[src/rtl/mod_reduction_arbiter_if.sv]
// Channels around mod_reduction_arbiter: per-requester requests, the shared response and the ModReduction link.
// slave is the arbiter's view; master is the view of the surrounding datapath (requesters, consumer, reducer).
interface mod_reduction_arbiter_if #(
    parameter int NREQ  = 4,
    parameter int width = 128,
    parameter int IDW   = 3
);
    logic [NREQ-1:0]         req_valid;
    logic [NREQ*2*width-1:0] req_a;
    logic [NREQ-1:0]         req_ready;
    logic                    rsp_valid;
    logic [IDW-1:0]          rsp_id;
    logic [width-1:0]        rsp_r;
    logic                    rsp_ready;
    logic                    mr_enable;
    logic [2*width-1:0]      mr_a;
    logic                    mr_done;
    logic [width-1:0]        mr_r;

    modport slave (
        input  req_valid, req_a, rsp_ready, mr_done, mr_r,
        output req_ready, rsp_valid, rsp_id, rsp_r, mr_enable, mr_a
    );

    modport master (
        output req_valid, req_a, rsp_ready, mr_done, mr_r,
        input  req_ready, rsp_valid, rsp_id, rsp_r, mr_enable, mr_a
    );
endinterface

[src/rtl/mod_reduction_arbiter.sv]
// Round-robin sharing of one multi-cycle ModReduction among NREQ requesters; results return on a
// single response channel tagged with the owning requester index.
module mod_reduction_arbiter #(
    parameter int NREQ  = 4,
    parameter int width = 128,
    parameter int IDW   = 3
) (
    input  logic                   clk,
    input  logic                   reset,
    mod_reduction_arbiter_if.slave bus,
    output logic                   busy,
    output logic [31:0]            op_count
);
    localparam int SW = IDW + 1;

    typedef enum logic [1:0] {
        IDLE,
        BUSY,
        RESP
    } state_t;

    state_t             state, state_nx;
    logic [IDW-1:0]     rr_ptr;
    logic [IDW-1:0]     id_q;
    logic [IDW-1:0]     win_idx;
    logic               win_found;
    logic [2*width-1:0] win_a;
    logic [SW-1:0]      scan;
    logic               accept;
    logic               finish;
    logic               handoff;

    // Winner is the first valid requester scanning upward from rr_ptr, wrapping at NREQ.
    always_comb begin : arbitrate
        // NOTE: every always_comb output gets a default first so no path leaves it unassigned (no latch).
        win_found = 1'b0;
        win_idx   = '0;
        scan      = '0;
        win_a     = '0;
        for (int k = 0; k < NREQ; k++) begin
            scan = {1'b0, rr_ptr} + SW'(k);
            if (scan >= SW'(NREQ)) begin
                scan = scan - SW'(NREQ);
            end
            for (int j = 0; j < NREQ; j++) begin
                if (!win_found && bus.req_valid[j] && (scan == SW'(j))) begin
                    win_found = 1'b1;
                    win_idx   = IDW'(j);
                end
            end
        end
        for (int j = 0; j < NREQ; j++) begin
            if (win_idx == IDW'(j)) begin
                win_a = bus.req_a[j*2*width +: 2*width];
            end
        end
    end

    assign accept  = (state == IDLE) && win_found;
    assign finish  = (state == BUSY) && bus.mr_done;
    assign handoff = (state == RESP) && bus.rsp_valid && bus.rsp_ready;
    assign busy    = (state != IDLE);

    always_comb begin : grant
        bus.req_ready = '0;
        for (int j = 0; j < NREQ; j++) begin
            bus.req_ready[j] = accept && (win_idx == IDW'(j));
        end
    end

    always_comb begin : fsm_next
        state_nx = state;
        case (state)
            IDLE:    if (accept)  state_nx = BUSY;
            BUSY:    if (finish)  state_nx = RESP;
            RESP:    if (handoff) state_nx = IDLE;
            default: state_nx = IDLE;
        endcase
    end

    // NOTE: sequential state uses non-blocking assignments so every flop samples pre-edge values.
    always_ff @(posedge clk or negedge reset) begin
        if (!reset) begin
            state <= IDLE;
        end else begin
            state <= state_nx;
        end
    end

    // mr_enable stays high across BUSY and is dropped on the done edge, so RESP always gives the
    // reducer at least one enable-low cycle before the next operation.
    always_ff @(posedge clk or negedge reset) begin
        if (!reset) begin
            rr_ptr        <= '0;
            id_q          <= '0;
            bus.mr_enable <= 1'b0;
            bus.mr_a      <= '0;
            bus.rsp_valid <= 1'b0;
            bus.rsp_id    <= '0;
            bus.rsp_r     <= '0;
            op_count      <= '0;
        end else begin
            if (accept) begin
                bus.mr_a      <= win_a;
                id_q          <= win_idx;
                bus.mr_enable <= 1'b1;
                rr_ptr        <= (win_idx == IDW'(NREQ - 1)) ? '0 : win_idx + IDW'(1);
            end
            if (finish) begin
                bus.rsp_r     <= bus.mr_r;
                bus.rsp_id    <= id_q;
                bus.rsp_valid <= 1'b1;
                bus.mr_enable <= 1'b0;
            end
            if (handoff) begin
                bus.rsp_valid <= 1'b0;
                op_count      <= op_count + 32'd1;
            end
        end
    end
endmodule

[src/flat_wrapper.sv]
// flat-port wrapper written by rule: the top's interface ports become plain ports
module mod_reduction_arbiter_flat 
#(
    parameter int NREQ  = 4,
    parameter int width = 128,
    parameter int IDW   = 3
)
  (clk, reset, busy, op_count, bus_req_valid, bus_req_a, bus_rsp_ready, bus_mr_done, bus_mr_r, bus_req_ready, bus_rsp_valid, bus_rsp_id, bus_rsp_r, bus_mr_enable, bus_mr_a);
  mod_reduction_arbiter_if #(.NREQ(NREQ), .width(width), .IDW(IDW)) bus_i ();
  input  logic clk;
  input  logic reset;
  output logic busy;
  output logic [31:0] op_count;
  input wire logic [$bits(bus_i.req_valid)-1:0] bus_req_valid;
  input wire logic [$bits(bus_i.req_a)-1:0] bus_req_a;
  input wire logic [$bits(bus_i.rsp_ready)-1:0] bus_rsp_ready;
  input wire logic [$bits(bus_i.mr_done)-1:0] bus_mr_done;
  input wire logic [$bits(bus_i.mr_r)-1:0] bus_mr_r;
  output wire logic [$bits(bus_i.req_ready)-1:0] bus_req_ready;
  output wire logic [$bits(bus_i.rsp_valid)-1:0] bus_rsp_valid;
  output wire logic [$bits(bus_i.rsp_id)-1:0] bus_rsp_id;
  output wire logic [$bits(bus_i.rsp_r)-1:0] bus_rsp_r;
  output wire logic [$bits(bus_i.mr_enable)-1:0] bus_mr_enable;
  output wire logic [$bits(bus_i.mr_a)-1:0] bus_mr_a;
  assign bus_i.req_valid = bus_req_valid;
  assign bus_i.req_a = bus_req_a;
  assign bus_i.rsp_ready = bus_rsp_ready;
  assign bus_i.mr_done = bus_mr_done;
  assign bus_i.mr_r = bus_mr_r;
  assign bus_req_ready = bus_i.req_ready;
  assign bus_rsp_valid = bus_i.rsp_valid;
  assign bus_rsp_id = bus_i.rsp_id;
  assign bus_rsp_r = bus_i.rsp_r;
  assign bus_mr_enable = bus_i.mr_enable;
  assign bus_mr_a = bus_i.mr_a;
  mod_reduction_arbiter #(.NREQ(NREQ), .width(width), .IDW(IDW)) u_core (.clk(clk), .reset(reset), .bus(bus_i), .busy(busy), .op_count(op_count));
endmodule
[config.mk]
export PLATFORM = sky130hd
export DESIGN_NAME = mod_reduction_arbiter_flat
export DESIGN_NICKNAME = d
export VERILOG_FILES = /design/src/rtl/mod_reduction_arbiter_if.sv /design/src/rtl/mod_reduction_arbiter.sv /design/src/flat_wrapper.sv
export SDC_FILE = /design/constraint.sdc
export NUM_CORES = 1
export LEC_CHECK = 0
export BUFFER_PORTS_ARGS = -buffer_cell sky130_fd_sc_hd__buf_2
export CORE_AREA = 2 2 616 618
export CTS_BUF_LIST = sky130_fd_sc_hd__clkbuf_16
export DETAILED_ROUTE_END_ITERATION = 10
export DIE_AREA = 0 0 618 620
export SLEW_MARGIN = 40
export SYNTH_ARGS = -nofsm -noshare
export SYNTH_HDL_FRONTEND = slang
export SYNTH_SLANG_ARGS = --single-unit
[constraint.sdc]
create_clock -name clk -period 4.5 [get_ports clk]
set_input_delay 0.225 -clock clk [delete_from_list [all_inputs] [get_ports clk]]
set_output_delay 0.225 -clock clk [all_outputs]
set_load 0.02 [all_outputs]
[Word-level counts from Yosys, hierarchy flattened]
Index checks and enable logic that the tools add are counted.
Word-level totals
  register bits: 429
  bits in latches: 0
  memory bits (writable): 0
  ROM bits: 0
  word-level logic and storage cells: 154
  memories: 0
Cells by class
  $add $sub $neg: 9
  $mul: 0
  div/mod/pow operators: 0
  magnitude comparators: 4
  equal/unequal tests: 20
  shifts and indexed selects: 0
  multiplexer cells: 48
  bitwise gates (word level): 0
  reduce and logical (&&, ||, !) cells: 64
Operator list (count)
  $mux W256: 4
  $mux W3: 15
  $logic_and A1 B1 Y1: 39
  $add A32 B1 Y32 const B: 1
  $eq A4 B2 Y1 const B: 8
  $mux W1: 21
  $eq A4 B1 Y1 const B: 4
  $logic_not A4 Y1: 4
  $mux W4: 4
  $logic_not A1 Y1: 15
  $ge A4 B3 Y1 const B: 3
  $sub A4 B3 Y4 const B: 3
  $add A3 B2 Y4 const B: 2
  $eq A3 B2 Y1 const B: 2
  $mux W2: 3
  $ne A2 B1 Y1 const B: 3
  $pmux W2 S3: 1
  $reduce_bool A2 Y1: 3
  $add A3 B1 Y4 const B: 1
  $sub A3 B3 Y4 const B: 1
  $add A3 B1 Y3 const B: 1
  $eq A3 B1 Y1 const B: 1
  $ge A3 B3 Y1 const B: 1
  $logic_not A3 Y1: 1
  4 further kinds: 4

[Depth between registers and ports, before layout]
  word-level depth: 70
  depth in mapped cells: 18

[Worst setup path after synthesis]
Ideal clock, no wire load.
  path kind: reg2reg
  from: register u_core.rr_ptr[1]
  to: register u_core.bus.mr_a[57]
  setup time: 0.128 ns
  arrival time: 3.533 ns
  required time: 4.372 ns
  path slack: 0.840 ns
  cell stages (with the launch flop): 18
  period minus slack after synthesis: 3.660 ns
  cells stage by stage: dfrtp_1 -> buf_4 -> buf_2 -> or2_2 -> ha_1 -> nor2_1 -> a32oi_1 -> a31oi_1 -> a221o_1 -> a21oi_1 -> ha_1 -> clkbuf_1 -> nor2b_1 -> clkbuf_1 -> buf_1 -> a221oi_1 -> o31ai_1 -> mux2_1
On the way
  word-level cells in the longest chain between the ends: 70
  elaborated cells on any way between the ends: 117
  classes of those cells: add/sub (7); order compare (4); eq/ne (15); mux (39); reduce/logical (52)
Ends and longest elaborated chain
  start, declared: RTL line mod_reduction_arbiter.sv:23  | logic [IDW-1:0] rr_ptr;
  start signal, assigned: RTL line mod_reduction_arbiter.sv:107  | rr_ptr <= (win_idx == IDW'(NREQ - 1)) ? '0 : win_idx + IDW'(1);
  $sub A3 B3 Y4 / $ge A3 B3 Y1 (equally long branches): RTL line mod_reduction_arbiter.sv:43, mod_reduction_arbiter.sv:42
  $mux W4: RTL line mod_reduction_arbiter.sv:42  | if (scan >= SW'(NREQ)) begin
  $logic_not A4 Y1: RTL line mod_reduction_arbiter.sv:46  | if (!win_found && bus.req_valid[j] && (scan == SW'(j))) begin
  $logic_and A1 B1 Y1: RTL line mod_reduction_arbiter.sv:46
  $mux W1: RTL line mod_reduction_arbiter.sv:46
  $logic_not A1 Y1: RTL line mod_reduction_arbiter.sv:46
  $logic_and A1 B1 Y1 (2 in series): RTL line mod_reduction_arbiter.sv:46
  $mux W1: RTL line mod_reduction_arbiter.sv:46
  [... 48 more ...]
  $logic_not A1 Y1: RTL line mod_reduction_arbiter.sv:46
  $logic_and A1 B1 Y1 (2 in series): RTL line mod_reduction_arbiter.sv:46
  $mux W1: RTL line mod_reduction_arbiter.sv:46
  $logic_not A1 Y1: RTL line mod_reduction_arbiter.sv:46
  $logic_and A1 B1 Y1 (2 in series): RTL line mod_reduction_arbiter.sv:46
  $mux W3: RTL line mod_reduction_arbiter.sv:46
  $logic_not A3 Y1: RTL line mod_reduction_arbiter.sv:53  | if (win_idx == IDW'(j)) begin
  $mux W256 (4 in series): RTL line mod_reduction_arbiter.sv:53
  end signal, assigned: RTL line mod_reduction_arbiter.sv:104  | bus.mr_a <= win_a;
  end, declared: RTL line mod_reduction_arbiter_if.sv:22  | output req_ready, rsp_valid, rsp_id, rsp_r, mr_enable, mr_a
Several ways; a longest one is shown, not always the timed one.
A chain may end at the register's enable or synchronous reset.

[Final worst setup path]
  from: register u_core.rr_ptr[1]
  to: register u_core.bus.mr_a[1]
The elaborated chain is that of the path after synthesis.

==> reports/qor.txt <==
CTS tree: yes
port bufs: 1584
R2R setup slack: 80 ps
Period Utilization, post-route: 0.983
CP most frequent cell: buf_4
area leader, netlist: dfrtp_1
prevailing post-synth register cell: dfrtp_1
first-pass GRT wire length: 390000 um
post-synthesis average cell area: 10.9 um^2
Row Count: 226
Fmax achieved: 226 MHz
H-tree levels: 3
DIE HEIGHT: 620 um
Starting DRT DRC Count: 2936
worst skew pair latency: 810 ps
top sig layer: met5
asr flop ratio synth: 1.00
clock period minus worst slack: 4420 ps
Worst VDD drop: 0.548 mV
Power, Total: 44.0 mW
LEAKAGE: 21.2 nW
placer congestion estimate: 0.970
Worst EP arrival: 5080 ps
CP max stage delay: 560 ps
Met1 Wirelength: 118000 um
Avg WL per Cell: 33.3 um
Slew Viols, Final: 0
Worst path slowest cell: dlygate4sd3_1
worst path required time: 5160 ps
starting density of the core: 0.0645
synth top area cells: dfrtp_1 44%, a221oi_1 9.2%, o31ai_1 7.9%
PD cells: 891 mW/mm^2
io pins: 1586
area share of the largest cell type after synthesis: 0.438
worst-margin pin slew: 1070 ps
clock sink count: 426
DIE WIDTH: 618 um
crit start category: flop
endpoints failing hold: 0
# DRC: 0
Die Area: 0.383 mm^2
initial antenna violation count: 427
Final ANT Viol Nets: 0
RSZ-0062 raised after global routing: yes
RR Startpoint: u_core.rr_ptr[1]
final hold slack: 48.5 ps
nets@finish: 5712
CTS clk-pin slew, worst paths: 60 ps
TritonRoute pass-1 iters: 5
Slew headroom: 0.284
wire length on met3: 37000 um
hold path endpoint: u_core.bus.mr_a[161]
core box area: 0.377 mm^2
largest net degree at the start of global routing: 127
FF-to-FF path depth: 18
total CTS buffers: 74
total gr overflow: 0
clock root cell: clkbuf_16
Post-synth EDFFs: 0
Crit Path Class: flop to flop
post-synth cell types: 52
Post-Synthesis Cells: 2237
Synth Register Bits: 426
Synth Warn #: 0
CP max FO: 28
commonest non-fill, non-tap cell in the layout: buf_2
share of layout cells above drive strength 1: 0.460
Max-Cap Viols: 0
detailed-route wire length: 327000 um
vias in the first global route: 31000
metal2 WL: 151000 um
Post-Syn Area: 0.0243 mm^2
crit path capture type: flop
Max Root-Sink Buffers: 4
Final Setup Violations: 0
Area growth syn-to-layout: 103%
critical hold path startpoint: bus_req_a[673]
Worst Skew: 97.2 ps
status: finished, final reports clean
Min-Delay Path Class: primary input to flop
GRT Util Overall: 0.162
most frequent cells in the layout: 1583 x buf_2, 721 x dlygate4sd3_1, 426 x dfrtp_1
hpwl dp: 284000 um
routed vias: 32300
Cell Chain, Critical Path: buf_4, nand2_1, inv_1, ha_1, nor2b_1, nor3_1, a311oi_4, a31oi_1, buf_4, ha_1, nor2b_4, buf_12, buf_12, a221oi_1, buf_4, o31ai_1, dlygate4sd3_1, mux2_4
DR vias/cell: 3.29
RR Endpoint: u_core.bus.mr_a[1]
Worst Hold Depth: 4
sequential share of the synthesized area: 0.438
[final cells by class]
cell class              count  area, um^2
repair buffers           2450       16900
diodes                    217         543
well taps                5016        6280
fillers                 43300      328000
clock inverters            54         482
clock buffers              74        1850
inverters                  13        48.8
multi-input cells        1578       12700
flip-flops and latches    426       10700
[synthesized netlist by cell type, drive strengths merged (2+ instances only)]
cell type  instances
conb               2
o21ai              5
a21oi              5
and2               4
nor2              13
mux2             387
o31ai            255
and4               2
nand3b             2
nand2            279
clkbuf           183
a221oi           255
nor3              10
nor4               2
ha                 9
buf               40
o21a               2
o2bb2ai            2
and3               4
dfrtp            426
nand4             10
nand3              7
xor2              15
a21o               2
nor2b            257
a311oi             2
xnor2             16
mux2i              2
or2                3
a31oi              3
inv               13
nand2b             7
[sequential cells by signal, indices dropped and copies added (netlist names)]
register and count:
u_core.bus.mr_a 256, u_core.bus.mr_enable 1, u_core.bus.rsp_id 2, u_core.bus.rsp_r 128
u_core.bus.rsp_valid 1, u_core.id_q 2, u_core.op_count 32, u_core.rr_ptr 2
u_core.state 2
[metrics by stage]
stage	utilization	setup WS (ps)	setup TNS (ps)	std cells	area [um^2]
6_report	0.131	75.4	0	9828	49400
2_1_floorplan	-	840	0	2240	24300
5_1_grt	0.131	-77.8	-835	9761	49300
4_1_cts	0.129	13.1	0	9592	48500
3_3_place_gp	0.103	235	0	8743	39000
3_5_place_dp	0.103	316	0	8743	39000
[repair_timing]
| action | 4_1_cts | 5_1_grt |
|---|---|---|
| setup buffers | 0 | 13 |
| hold buffers | 721 | 0 |
| gates resized for setup | 0 | 19 |
| endpoints found under the setup margin | 0 | 171 |
| hold endpoints to repair | 464 | 0 |
[cells by family after synthesis]
kind of cell,synth area share
AOI/OAI and AO/OA,0.180
xor gates and xnor gates,0.0112
adders and majority gates,0.00463
buffers and inverters,0.0446
DFF,0.438
muxes,0.195
other,0.000309
and+or+nand+nor,0.126
[how the worst max path moves through the flow]
stage | start | endpoint | slack [ps] | cells past startpoint
detailed placement | u_core.rr_ptr[0] | u_core.bus.mr_a[33] | 320 | 14
global placement | u_core.rr_ptr[0] | u_core.bus.mr_a[33] | 230 | 14
finish | u_core.rr_ptr[1] | u_core.bus.mr_a[1] | 80 | 18
floorplan | u_core.rr_ptr[1] | u_core.bus.mr_a[57] | 840 | 17
global route | u_core.rr_ptr[1] | u_core.bus.mr_a[1] | -80 | 17
CTS | u_core.rr_ptr[1] | u_core.bus.mr_a[136] | 10 | 14
[where the power goes]
| group | total (mW) | leakage (nW) | internal (mW) | switching, mW |
|---|---|---|---|---|
| Combinational | 31.2 | 14.8 | 14.0 | 17.2 |
| Sequential | 6.93 | 5.21 | 5.77 | 1.17 |
| Clock | 5.95 | 1.18 | 3.40 | 2.55 |
[worst max-delay path, delay by kind of cell, from the launching register on]
| kind | cells | cell delay [ps] |
|---|---|---|
| and+or+nand+nor | 4 | 520 |
| muxes | 1 | 250 |
| adders and majority gates | 2 | 390 |
| AOI/OAI and AO/OA | 4 | 1000 |
| buffers and inverters | 7 | 1630 |
| DFF | 1 | 370 |
[metal layers]
layer | track usage | vias to the layer above
met4 | 0.0795 | 166
met1 | 0.176 | 15700
met5 | 0.00631 | -
met2 | 0.266 | 2341
li1 | - | 13300
met3 | 0.0735 | 888
(Power assumes the default switching activity.)
